===== config.mk =====
export PLATFORM = sky130hd
export DESIGN_NAME = hvac_sequencer_flat
export DESIGN_NICKNAME = d
export VERILOG_FILES = /design/src/rtl/hvac_pkg.sv /design/src/rtl/hvac_sequencer_if.sv /design/src/rtl/hvac_tick_timer.sv /design/src/rtl/hvac_sequencer.sv /design/src/flat_wrapper.sv
export SDC_FILE = /design/constraint.sdc
export NUM_CORES = 1
export LEC_CHECK = 0
export CORE_UTILIZATION = 56
export DETAILED_ROUTE_END_ITERATION = 8
export PLACE_DENSITY = 0.78
export SLEW_MARGIN = 30
export SYNTH_ARGS = -nofsm -noshare
export SYNTH_HDL_FRONTEND = slang
export SYNTH_SLANG_ARGS = --single-unit

===== constraint.sdc =====
create_clock -name clk -period 3.1 [get_ports clk]
set_clock_uncertainty 0.1 [all_clocks]
set_input_delay 0.62 -clock clk [delete_from_list [all_inputs] [get_ports clk]]
set_output_delay 0.62 -clock clk [all_outputs]
set_load 0.02 [all_outputs]

===== src/rtl/hvac_pkg.sv =====
// ---------------------------------------------------------------------------
// hvac_pkg
// Shared definitions for the HVAC sequencer slice: FSM state encodings,
// heat/cool mode constants, fan speed codes and a one-step fan ramp helper.
// ---------------------------------------------------------------------------
package hvac_pkg;

    localparam int STATE_W = 3;

    // Encodings are visible on the status port, so they are pinned explicitly.
    typedef enum logic [STATE_W-1:0] {
        ST_IDLE    = 3'd0,
        ST_PRE     = 3'd1,
        ST_RUN     = 3'd2,
        ST_POST    = 3'd3,
        ST_LOCKOUT = 3'd4
    } state_t;

    localparam logic MODE_HEAT = 1'b0;
    localparam logic MODE_COOL = 1'b1;

    localparam logic [1:0] FAN_OFF  = 2'b00;
    localparam logic [1:0] FAN_LOW  = 2'b01;
    localparam logic [1:0] FAN_MED  = 2'b10;
    localparam logic [1:0] FAN_HIGH = 2'b11;

    // Move the fan one code toward the target, never jumping more than a step.
    function automatic logic [1:0] fan_step(input logic [1:0] cur, input logic [1:0] tgt);
        logic [1:0] nxt;
        nxt = cur;
        if (cur < tgt) begin
            nxt = cur + 2'd1;
        end else if (cur > tgt) begin
            nxt = cur - 2'd1;
        end
        return nxt;
    endfunction

endpackage


===== src/rtl/hvac_sequencer_if.sv =====
// ---------------------------------------------------------------------------
// hvac_sequencer_if
// Bundles the request side (tick strobe, heat/cool/idle requests, requested
// fan speed) and the actuator side (fan speed, element enables, state, busy).
//   master : drives tick and requests, observes actuator commands
//   slave  : the sequencer; consumes requests, drives actuator commands
// ---------------------------------------------------------------------------
interface hvac_sequencer_if;
    import hvac_pkg::*;

    logic               tick;
    logic               req_heat;
    logic               req_cool;
    logic               req_idle;
    logic [1:0]         req_speed;
    logic [1:0]         fan_speed;
    logic               heat_on;
    logic               cool_on;
    logic [STATE_W-1:0] state;
    logic               busy;

    modport master (
        output tick, req_heat, req_cool, req_idle, req_speed,
        input  fan_speed, heat_on, cool_on, state, busy
    );

    modport slave (
        input  tick, req_heat, req_cool, req_idle, req_speed,
        output fan_speed, heat_on, cool_on, state, busy
    );

endinterface


===== src/rtl/hvac_tick_timer.sv =====
// ---------------------------------------------------------------------------
// hvac_tick_timer
// CNT_W-bit up counter advanced by a tick enable, with synchronous clear
// (clear wins over enable) and a terminal-count compare.
// Ports:
//   clk, rst : clock and asynchronous active-high reset
//   clr      : return the count to zero on the next edge
//   en       : advance the count by one on the next edge
//   term     : terminal value to compare against
//   at_term  : high while the current count equals term
// ---------------------------------------------------------------------------
module hvac_tick_timer #(
    parameter int CNT_W = 8
) (
    input  logic             clk,
    input  logic             rst,
    input  logic             clr,
    input  logic             en,
    input  logic [CNT_W-1:0] term,
    output logic             at_term
);

    logic [CNT_W-1:0] count_q;
    logic [CNT_W-1:0] count_d;

    // Next count: clear has priority so a state change always restarts timing.
    always_comb begin
        count_d = count_q;
        if (clr) begin
            count_d = '0;
        end else if (en) begin
            count_d = count_q + CNT_W'(1);
        end
    end

    // Count register.
    always_ff @(posedge clk or posedge rst) begin
        if (rst) begin
            count_q <= '0;
        end else begin
            count_q <= count_d;
        end
    end

    assign at_term = (count_q == term);

endmodule


===== src/rtl/hvac_sequencer.sv =====
// ---------------------------------------------------------------------------
// hvac_sequencer
// Turns instantaneous heat/cool/idle/speed requests into safe actuator
// commands: fan pre-purge, minimum on-time, post-purge, off-time lockout and a
// one-step fan ramp. All timing counts ticks of bus.tick, not clock cycles.
// Ports:
//   clk, rst : clock and asynchronous active-high reset
//   bus      : hvac_sequencer_if.slave (requests in, registered commands out)
// ---------------------------------------------------------------------------
module hvac_sequencer
    import hvac_pkg::*;
#(
    parameter int unsigned PRE_TICKS     = 3,
    parameter int unsigned POST_TICKS    = 5,
    parameter int unsigned MIN_ON_TICKS  = 10,
    parameter int unsigned MIN_OFF_TICKS = 8,
    parameter int unsigned RAMP_TICKS    = 2,
    parameter int          CNT_W         = 8
) (
    input  logic             clk,
    input  logic             rst,
    hvac_sequencer_if.slave  bus
);

    localparam logic [CNT_W-1:0] PRE_LAST  = CNT_W'(PRE_TICKS - 1);
    localparam logic [CNT_W-1:0] POST_LAST = CNT_W'(POST_TICKS - 1);
    localparam logic [CNT_W-1:0] ON_LAST   = CNT_W'(MIN_ON_TICKS - 1);
    localparam logic [CNT_W-1:0] OFF_LAST  = CNT_W'(MIN_OFF_TICKS - 1);
    localparam logic [CNT_W-1:0] RAMP_LAST = CNT_W'(RAMP_TICKS - 1);

    state_t     state_q, state_d;
    logic       mode_q, mode_d;
    logic [1:0] fan_q, fan_d;
    logic       heat_q, heat_d;
    logic       cool_q, cool_d;
    logic       busy_q, busy_d;
    logic       min_met_q, min_met_d;

    logic             want_heat, want_cool, match, min_ok, ramp_due;
    logic [1:0]       target;
    logic [CNT_W-1:0] tterm;
    logic             tcnt_last, rcnt_last, tclr, ten, rclr;

    assign want_heat = bus.req_heat & ~bus.req_cool & ~bus.req_idle;
    assign want_cool = bus.req_cool & ~bus.req_heat & ~bus.req_idle;
    assign match     = (mode_q == MODE_COOL) ? want_cool : want_heat;
    assign target    = (bus.req_speed == FAN_OFF) ? FAN_LOW : bus.req_speed;
    assign ramp_due  = bus.tick & rcnt_last;

    // The minimum is met either on the tick that completes it or any time after.
    assign min_ok = min_met_q | (bus.tick & tcnt_last);

    // The state timer compares against the duration of whichever state is active.
    always_comb begin
        tterm = '0;
        case (state_q)
            ST_PRE:     tterm = PRE_LAST;
            ST_RUN:     tterm = ON_LAST;
            ST_POST:    tterm = POST_LAST;
            ST_LOCKOUT: tterm = OFF_LAST;
            default:    tterm = '0;
        endcase
    end

    // min_met_q freezes the state timer in RUN so the on-time count saturates.
    assign ten  = bus.tick & ~min_met_q;
    assign tclr = (state_d != state_q) | (state_q == ST_IDLE);
    assign rclr = (state_q != ST_RUN) | (state_d != state_q) | ramp_due;

    hvac_tick_timer #(.CNT_W(CNT_W)) u_tcnt (
        .clk     (clk),
        .rst     (rst),
        .clr     (tclr),
        .en      (ten),
        .term    (tterm),
        .at_term (tcnt_last)
    );

    hvac_tick_timer #(.CNT_W(CNT_W)) u_rcnt (
        .clk     (clk),
        .rst     (rst),
        .clr     (rclr),
        .en      (bus.tick),
        .term    (RAMP_LAST),
        .at_term (rcnt_last)
    );

    // Next-state and next-output decode; outputs are computed for the state
    // being entered so they update on the same edge as the state register.
    always_comb begin
        state_d = state_q;
        mode_d  = mode_q;
        fan_d   = fan_q;
        heat_d  = heat_q;
        cool_d  = cool_q;
        case (state_q)
            ST_IDLE: begin
                fan_d  = FAN_OFF;
                heat_d = 1'b0;
                cool_d = 1'b0;
                if (want_heat | want_cool) begin
                    state_d = ST_PRE;
                    mode_d  = want_cool ? MODE_COOL : MODE_HEAT;
                    fan_d   = FAN_LOW;
                end
            end
            ST_PRE: begin
                fan_d  = FAN_LOW;
                heat_d = 1'b0;
                cool_d = 1'b0;
                // A changed request aborts the purge before the timer is considered.
                if (!match) begin
                    state_d = ST_IDLE;
                    fan_d   = FAN_OFF;
                end else if (bus.tick && tcnt_last) begin
                    state_d = ST_RUN;
                    heat_d  = (mode_q == MODE_HEAT);
                    cool_d  = (mode_q == MODE_COOL);
                end
            end
            ST_RUN: begin
                heat_d = (mode_q == MODE_HEAT);
                cool_d = (mode_q == MODE_COOL);
                if (!match && min_ok) begin
                    state_d = ST_POST;
                    fan_d   = FAN_LOW;
                    heat_d  = 1'b0;
                    cool_d  = 1'b0;
                end else if (ramp_due) begin
                    fan_d = fan_step(fan_q, target);
                end
            end
            ST_POST: begin
                fan_d  = FAN_LOW;
                heat_d = 1'b0;
                cool_d = 1'b0;
                if (bus.tick && tcnt_last) begin
                    state_d = ST_LOCKOUT;
                    fan_d   = FAN_OFF;
                end
            end
            ST_LOCKOUT: begin
                fan_d  = FAN_OFF;
                heat_d = 1'b0;
                cool_d = 1'b0;
                if (bus.tick && tcnt_last) begin
                    state_d = ST_IDLE;
                end
            end
            default: begin
                state_d = ST_IDLE;
                mode_d  = MODE_HEAT;
                fan_d   = FAN_OFF;
                heat_d  = 1'b0;
                cool_d  = 1'b0;
            end
        endcase
        busy_d    = (state_d != ST_IDLE);
        min_met_d = (state_q == ST_RUN) && (state_d == ST_RUN) && min_ok;
    end

    // State and registered command outputs.
    always_ff @(posedge clk or posedge rst) begin
        if (rst) begin
            state_q   <= ST_IDLE;
            mode_q    <= MODE_HEAT;
            fan_q     <= FAN_OFF;
            heat_q    <= 1'b0;
            cool_q    <= 1'b0;
            busy_q    <= 1'b0;
            min_met_q <= 1'b0;
        end else begin
            state_q   <= state_d;
            mode_q    <= mode_d;
            fan_q     <= fan_d;
            heat_q    <= heat_d;
            cool_q    <= cool_d;
            busy_q    <= busy_d;
            min_met_q <= min_met_d;
        end
    end

    assign bus.fan_speed = fan_q;
    assign bus.heat_on   = heat_q;
    assign bus.cool_on   = cool_q;
    assign bus.state     = state_q;
    assign bus.busy      = busy_q;

endmodule

===== src/flat_wrapper.sv =====
// flat-port wrapper written by rule: the top's interface ports become plain ports
module hvac_sequencer_flat import hvac_pkg::*;
#(
    parameter int unsigned PRE_TICKS     = 3,
    parameter int unsigned POST_TICKS    = 5,
    parameter int unsigned MIN_ON_TICKS  = 10,
    parameter int unsigned MIN_OFF_TICKS = 8,
    parameter int unsigned RAMP_TICKS    = 2,
    parameter int          CNT_W         = 8
)
  (clk, rst, bus_tick, bus_req_heat, bus_req_cool, bus_req_idle, bus_req_speed, bus_fan_speed, bus_heat_on, bus_cool_on, bus_state, bus_busy);
  hvac_sequencer_if bus_i ();
  input  logic clk;
  input  logic rst;
  input wire logic [$bits(bus_i.tick)-1:0] bus_tick;
  input wire logic [$bits(bus_i.req_heat)-1:0] bus_req_heat;
  input wire logic [$bits(bus_i.req_cool)-1:0] bus_req_cool;
  input wire logic [$bits(bus_i.req_idle)-1:0] bus_req_idle;
  input wire logic [$bits(bus_i.req_speed)-1:0] bus_req_speed;
  output wire logic [$bits(bus_i.fan_speed)-1:0] bus_fan_speed;
  output wire logic [$bits(bus_i.heat_on)-1:0] bus_heat_on;
  output wire logic [$bits(bus_i.cool_on)-1:0] bus_cool_on;
  output wire logic [$bits(bus_i.state)-1:0] bus_state;
  output wire logic [$bits(bus_i.busy)-1:0] bus_busy;
  assign bus_i.tick = bus_tick;
  assign bus_i.req_heat = bus_req_heat;
  assign bus_i.req_cool = bus_req_cool;
  assign bus_i.req_idle = bus_req_idle;
  assign bus_i.req_speed = bus_req_speed;
  assign bus_fan_speed = bus_i.fan_speed;
  assign bus_heat_on = bus_i.heat_on;
  assign bus_cool_on = bus_i.cool_on;
  assign bus_state = bus_i.state;
  assign bus_busy = bus_i.busy;
  hvac_sequencer #(.PRE_TICKS(PRE_TICKS), .POST_TICKS(POST_TICKS), .MIN_ON_TICKS(MIN_ON_TICKS), .MIN_OFF_TICKS(MIN_OFF_TICKS), .RAMP_TICKS(RAMP_TICKS), .CNT_W(CNT_W)) u_core (.clk(clk), .rst(rst), .bus(bus_i));
endmodule

==> results of run 1 <==
## flip-flops by register name, indices dropped and copies added (netlist names)
name	cells
u_core.bus.state	3
u_core.bus.heat_on	1
u_core.min_met_q	1
u_core.bus.busy	1
u_core.u_rcnt.count_q	8
u_core.bus.fan_speed	2
u_core.mode_q	1
u_core.bus.cool_on	1
u_core.u_tcnt.count_q	8
## placed cells by master, fill, tap and decap left out, types with 3 or more instances in the layout
cell             netlist  routed
xor2_1                 8       8
a21oi_1                6       6
buf_4                  2       9
clkbuf_4               0       3
nor3_1                 4       4
dfrtp_1               26      26
nor2_1                25      25
clkdlybuf4s50_1        0      15
inv_1                  9       9
ha_1                   5       5
nand4_1                6       6
nand3_1                3       3
o32ai_1                3       3
o21ai_0                7       7
xnor2_1               11      11
and2_1                 3       3
nand2_1               13      13
## Yosys cell counts, types with 2 or more instances
master,instances,area share
a21oi_1,6,0.018
o21ai_0,7,0.021
nor3_1,4,0.012
ha_1,5,0.038
dfrtp_1,26,0.40
o31ai_1,2,0.0091
xor2_1,8,0.043
nor2b_1,2,0.0076
nand4_1,6,0.023
inv_1,9,0.021
or3b_1,2,0.011
xnor2_1,11,0.059
or4_1,2,0.0091
o211ai_1,2,0.0091
and2_1,3,0.011
nor4_1,2,0.0076
buf_4,2,0.0091
clkbuf_1,4,0.0091
a211oi_1,2,0.0091
o32ai_1,3,0.016
nand3_1,3,0.0091
or3_1,2,0.0076
nand2_1,13,0.030
nor2_1,25,0.057
## stage by stage
stage | area (um^2) | util | cells | setup WS (ns)
after floorplan | 1650 | - | 179 | 0.521
after global placement | 1860 | 0.668 | 226 | 0.299
after detailed placement | 1860 | 0.668 | 226 | 0.203
after CTS | 1910 | 0.686 | 230 | 0.389
after global routing | 1910 | 0.686 | 230 | 0.191
final | 1910 | 0.686 | 230 | 0.338
## cells by family (layout without fill, tap and decap cells)
logic type,count (synthesis),count (layout)
AOI/OAI and AO/OA,34,34
DFF,26,26
adders and majority gates,5,5
muxes,2,2
xor gates and xnor gates,19,19
buffers and inverters,17,37
and+or+nand+nor,76,76
## power by group
group          total (W)  switching [W]  internal [W]
Combinational  0.0000865      0.0000458     0.0000407
Sequential      0.000354     0.00000946      0.000344
Clock           0.000232       0.000101      0.000131
## worst max path at each step
stage	startpoint	endpoint	slack, ns
2_1_floorplan	u_core.bus.state[1]$_DFF_PP0_	u_core.bus.busy$_DFF_PP0_	0.52
3_3_place_gp	bus_req_cool	u_core.bus.busy$_DFF_PP0_	0.30
3_5_place_dp	bus_req_cool	u_core.bus.busy$_DFF_PP0_	0.20
4_1_cts	u_core.bus.state[0]$_DFF_PP0_	u_core.bus.busy$_DFF_PP0_	0.39
5_1_grt	u_core.bus.state[0]$_DFF_PP0_	u_core.bus.busy$_DFF_PP0_	0.19
6_report	u_core.bus.state[0]$_DFF_PP0_	u_core.bus.busy$_DFF_PP0_	0.34
## routing by layer
| metal | vias to the layer above | GRT usage |
|---|---|---|
| li1 | 678 | - |
| met1 | 638 | 0.280 |
| met2 | 24 | 0.391 |
| met4 | 0 | 0.0697 |
| met5 | - | 0 |
| met3 | 7 | 0.0302 |
## layout make-up
cell class                 count  area share
multi-input combinational    136       0.480
sequential                    26       0.341
timing repair buffer          24       0.114
tap                           31      0.0203
inverter                       9      0.0177
clock inverter                 1      0.0157
clock buffer                   3      0.0118
## worst max-delay path, cell delays in order (launching register included)
cell	delay, ns
dfrtp_1	0.54
nor3b_1	0.55
or3_1	0.19
a211o_1	0.26
nor2_1	0.11
buf_4	0.16
o32a_2	0.38
or3_1	0.36
==> flow_summary.ini, run 1 <==
[layout]
multiInputGateArea_um2 = 916
area_delta_synth_final_pct = 16.0
fill_cells = 216
drive_above_1_share = 0.111
nNetsFinal = 213
antennaDiodeCount = 0
seqCellArea_um2 = 651

[sta]
max_freq_mhz = 362
period_needed_ns = 2.76
hold_slack_ns = 0.467
tightest_slew_ns = 0.565
setup_viol = 0
finalCritPeriodShare = 0.891
finalHoldViolCount = 0
relSlewSlack = 0.622
rsz0062_at_grt = false
setup_tns_ns = 0
slew_viol_final = 0

[clocking]
cts_resized = 0
clk_latency_ns = 0.32
htree_levels = 1
ctsHoldBuffers = 0
cts.root.buffer_cell = clkbuf_4
post_cts_buffers = 0
cts_buffers = 3
cts_max_path_buffers = 2
cts_tree = yes
path_clk_slew_ns = 0.14
cts_sinks = 26

[synthesis]
yosys.area_share.xor_xnor = 0.101
synth_edf_count = 0
synthArstFlopShare = 1.00
netlist_area_um2 = 1650
synthCells = 179
ys.flop_type = dfrtp_1
synth-seq-cells = 26
synth-simple-area-share = 0.248
synth_compound_gate_area_share = 0.156
synth.area.mux_share = 0.0129
synth_nets = 192
synth.avg_cell_area_um2 = 9.20
synth_top_family_by_area = simple AND/OR/NAND/NOR gates
synthAdderAreaFrac = 0.0380
ys_warn_count = 0
ys_seq_area_frac = 0.395
netlist-cell-type-count = 52

[status]
status = finished, final reports clean

[floorplan]
initial_core_util = 0.592
row_count = 19
die_area_um2 = 3160
die_w_um = 56.2
top_level_ports = 16
core_um2 = 2780
die_h_um = 56.2

[route]
wl_met3_um = 120
wl_um = 3300
vias = 1347
dr.pass1.iters = 4
route.detailed.drc = 0
drt-wirelength-per-cell_um = 14.3
routed.top_layer = met4
dr.first_iter.drc_count = 41
drt-met1-wl_um = 1510
route.met2.wl_um = 1630
ant_nets = 0
routed_via_density = 5.86

[placed_design]
place_congestion = 0.850
detailed_place_hpwl_um = 2460
portBuffers = 15

[flow_run]
maxCapViolCount = 0

[min_path]
min_path_cells = 2
hold_end = u_core.u_tcnt.count_q[7]$_DFFE_PP0P_
hold_path.class = flop to flop
worstHoldStart = u_core.u_tcnt.count_q[7]$_DFFE_PP0P_

[power_and_ir_drop]
ir_drop_v = 0.000330
p_leak_nw = 0.786
totalPowerFinal_w = 0.000672
powerDensity_nw_per_um2 = 352

[global_route]
antenna_found_initial = 0
grt_pass1_wl_um = 5580
grt_max_degree = 27
grt_pass1_vias = 1297
grt_usage = 0.222
grt-ovfl-total = 0

[worst_setup_path]
end_kind = flop
arrival_ns = 2.88
worstSetupStartpointType = flop
worstPathMaxFanout = 14
worst_r2r_endpoint = u_core.bus.busy$_DFF_PP0_
r2r-start = u_core.bus.state[0]$_DFF_PP0_
reg2reg_depth = 7
rrSetupSlack_ns = 0.34
required_ns = 3.22
worstSetupPathType = flop to flop
(Power assumes the default switching activity.)
==> inputs of run 2 (changes only) <==
--- a/config.mk
+++ b/config.mk
@@ -7,6 +7,7 @@
 export LEC_CHECK = 0
 export CORE_UTILIZATION = 56
 export DETAILED_ROUTE_END_ITERATION = 8
+export GPL_ROUTABILITY_DRIVEN = 0
 export PLACE_DENSITY = 0.78
 export SLEW_MARGIN = 30
 export SYNTH_ARGS = -nofsm -noshare
==> constraint.sdc (replaced) <==
create_clock -name clk -period 3.1 [get_ports clk]
set_clock_uncertainty 0.1 [all_clocks]
set_input_delay 0.775 -clock clk [delete_from_list [all_inputs] [get_ports clk]]
set_output_delay 0.775 -clock clk [all_outputs]
set_load 0.02 [all_outputs]
==> run 2 against run 1 <==
Final cell count increased by 0.43%. Maximum frequency decreased by 0.99%. First-iteration DRC count increased by 85%. Register-to-register slack got worse by 0.03 ns. Critical endpoint unchanged. Largest cell class unchanged. Via count increased by 3.6%.
==> flow_summary.ini, run 2 (same netlist as run 1, synthesis figures left out) <==
[status]
status = finished, final reports clean

[floorplan]
row_count = 19
die_w_um = 56.2
core_um2 = 2780
initial_core_util = 0.592
die_area_um2 = 3160
die_h_um = 56.2
top_level_ports = 16

[clocking]
cts_max_path_buffers = 2
path_clk_slew_ns = 0.14
cts_resized = 0
cts_buffers = 3
clk_latency_ns = 0.33
cts.root.buffer_cell = clkbuf_4
htree_levels = 1
cts_sinks = 26
cts_tree = yes
ctsHoldBuffers = 0
post_cts_buffers = 0

[sta]
slew_viol_final = 0
hold_slack_ns = 0.468
finalHoldViolCount = 0
relSlewSlack = 0.629
max_freq_mhz = 358
setup_tns_ns = 0
tightest_slew_ns = 0.556
finalCritPeriodShare = 0.900
rsz0062_at_grt = false
period_needed_ns = 2.79
setup_viol = 0

[placed_design]
portBuffers = 15
detailed_place_hpwl_um = 2560
place_area_um2 = 1860

[worst_setup_path]
required_ns = 3.22
worstPathMaxFanout = 14
worst_r2r_endpoint = u_core.bus.busy$_DFF_PP0_
rrSetupSlack_ns = 0.31
worstSetupStartpointType = flop
end_kind = flop
r2r-start = u_core.bus.state[0]$_DFF_PP0_
worstSetupPathType = flop to flop
arrival_ns = 2.91
reg2reg_depth = 6

[route]
route.detailed.drc = 0
vias = 1395
drt-wirelength-per-cell_um = 14.7
ant_nets = 0
wl_um = 3400
dr.pass1.iters = 4
dr.first_iter.drc_count = 76
routed_via_density = 6.04

[layout]
final_area_um2 = 1920
antennaDiodeCount = 0
drive_above_1_share = 0.115
area_delta_synth_final_pct = 16.4
final_common_cell = dfrtp_1
mostFrequentLayoutCells = 26 x dfrtp_1, 25 x nor2_1, 15 x clkdlybuf4s50_1
nNetsFinal = 214

[power_and_ir_drop]
totalPowerFinal_w = 0.000676
ir_drop_v = 0.000308
powerDensity_nw_per_um2 = 353
p_leak_nw = 0.792

[global_route]
grt_max_degree = 27
grt_usage = 0.240
top_usage_layer = met2
grt_pass1_wl_um = 6000
grt_use_met2 = 0.423
antenna_found_initial = 0
gr-usage-met3 = 0.0512
met1_usage = 0.294
grt-ovfl-total = 0
grt_pass1_vias = 1390

[min_path]
hold_path.class = flop to flop
worstHoldStart = u_core.u_rcnt.count_q[7]$_DFFE_PP0P_
min_path_cells = 2
hold_end = u_core.u_rcnt.count_q[7]$_DFFE_PP0P_

[flow_run]
maxCapViolCount = 0
-- run 2: critical path, stage by stage (launching register included) --
cell	delay [ns]
dfrtp_1	0.55
nor3b_1	0.55
o21ai_0	0.22
a211o_1	0.39
o31a_1	0.31
o32a_2	0.21
or3_1	0.36
-- run 2: worst max path at each step --
stage	slack, ns	from	to	depth (start not counted)
finish	0.31	u_core.bus.state[0]$_DFF_PP0_	u_core.bus.busy$_DFF_PP0_	6
global route	0.14	bus_req_cool	u_core.u_tcnt.count_q[1]$_DFFE_PP0P_	7
global placement	0.14	bus_req_heat	u_core.u_tcnt.count_q[2]$_DFFE_PP0P_	7
floorplan	0.52	u_core.bus.state[1]$_DFF_PP0_	u_core.bus.busy$_DFF_PP0_	8
detailed placement	0.06	bus_req_cool	u_core.bus.busy$_DFF_PP0_	6
CTS	0.36	u_core.bus.state[0]$_DFF_PP0_	u_core.bus.busy$_DFF_PP0_	6
-- run 2: stage by stage --
stage / cells / utilization / setup WS, ns
after CTS: 231 / 0.689 / 0.363
after detailed placement: 227 / 0.670 / 0.0613
after global placement: 227 / 0.670 / 0.136
after global routing: 231 / 0.689 / 0.139
final: 231 / 0.689 / 0.310
after floorplan: 179 / - / 0.521
-- run 2: cell type report --
cell class	count	area (um^2)
repair buffers	25	225
clock inverters	1	30.0
clock buffers	3	22.5
well taps	31	38.8
multi-input cells	136	916
flip-flops and latches	26	651
fillers	243	865
inverters	9	33.8
-- run 2: report_power, final --
part	switching (W)	internal (W)	leakage, nW
sequential	0.00000949	0.000344	0.358
clock	0.000102	0.000131	0.0279
combinational	0.0000475	0.0000418	0.406
-- run 2: layer usage --
metal  part of all wire  wire [um]
met3              0.031        107
met1               0.45       1520
met5                  0          0
met4              0.013         45
met2               0.51       1730
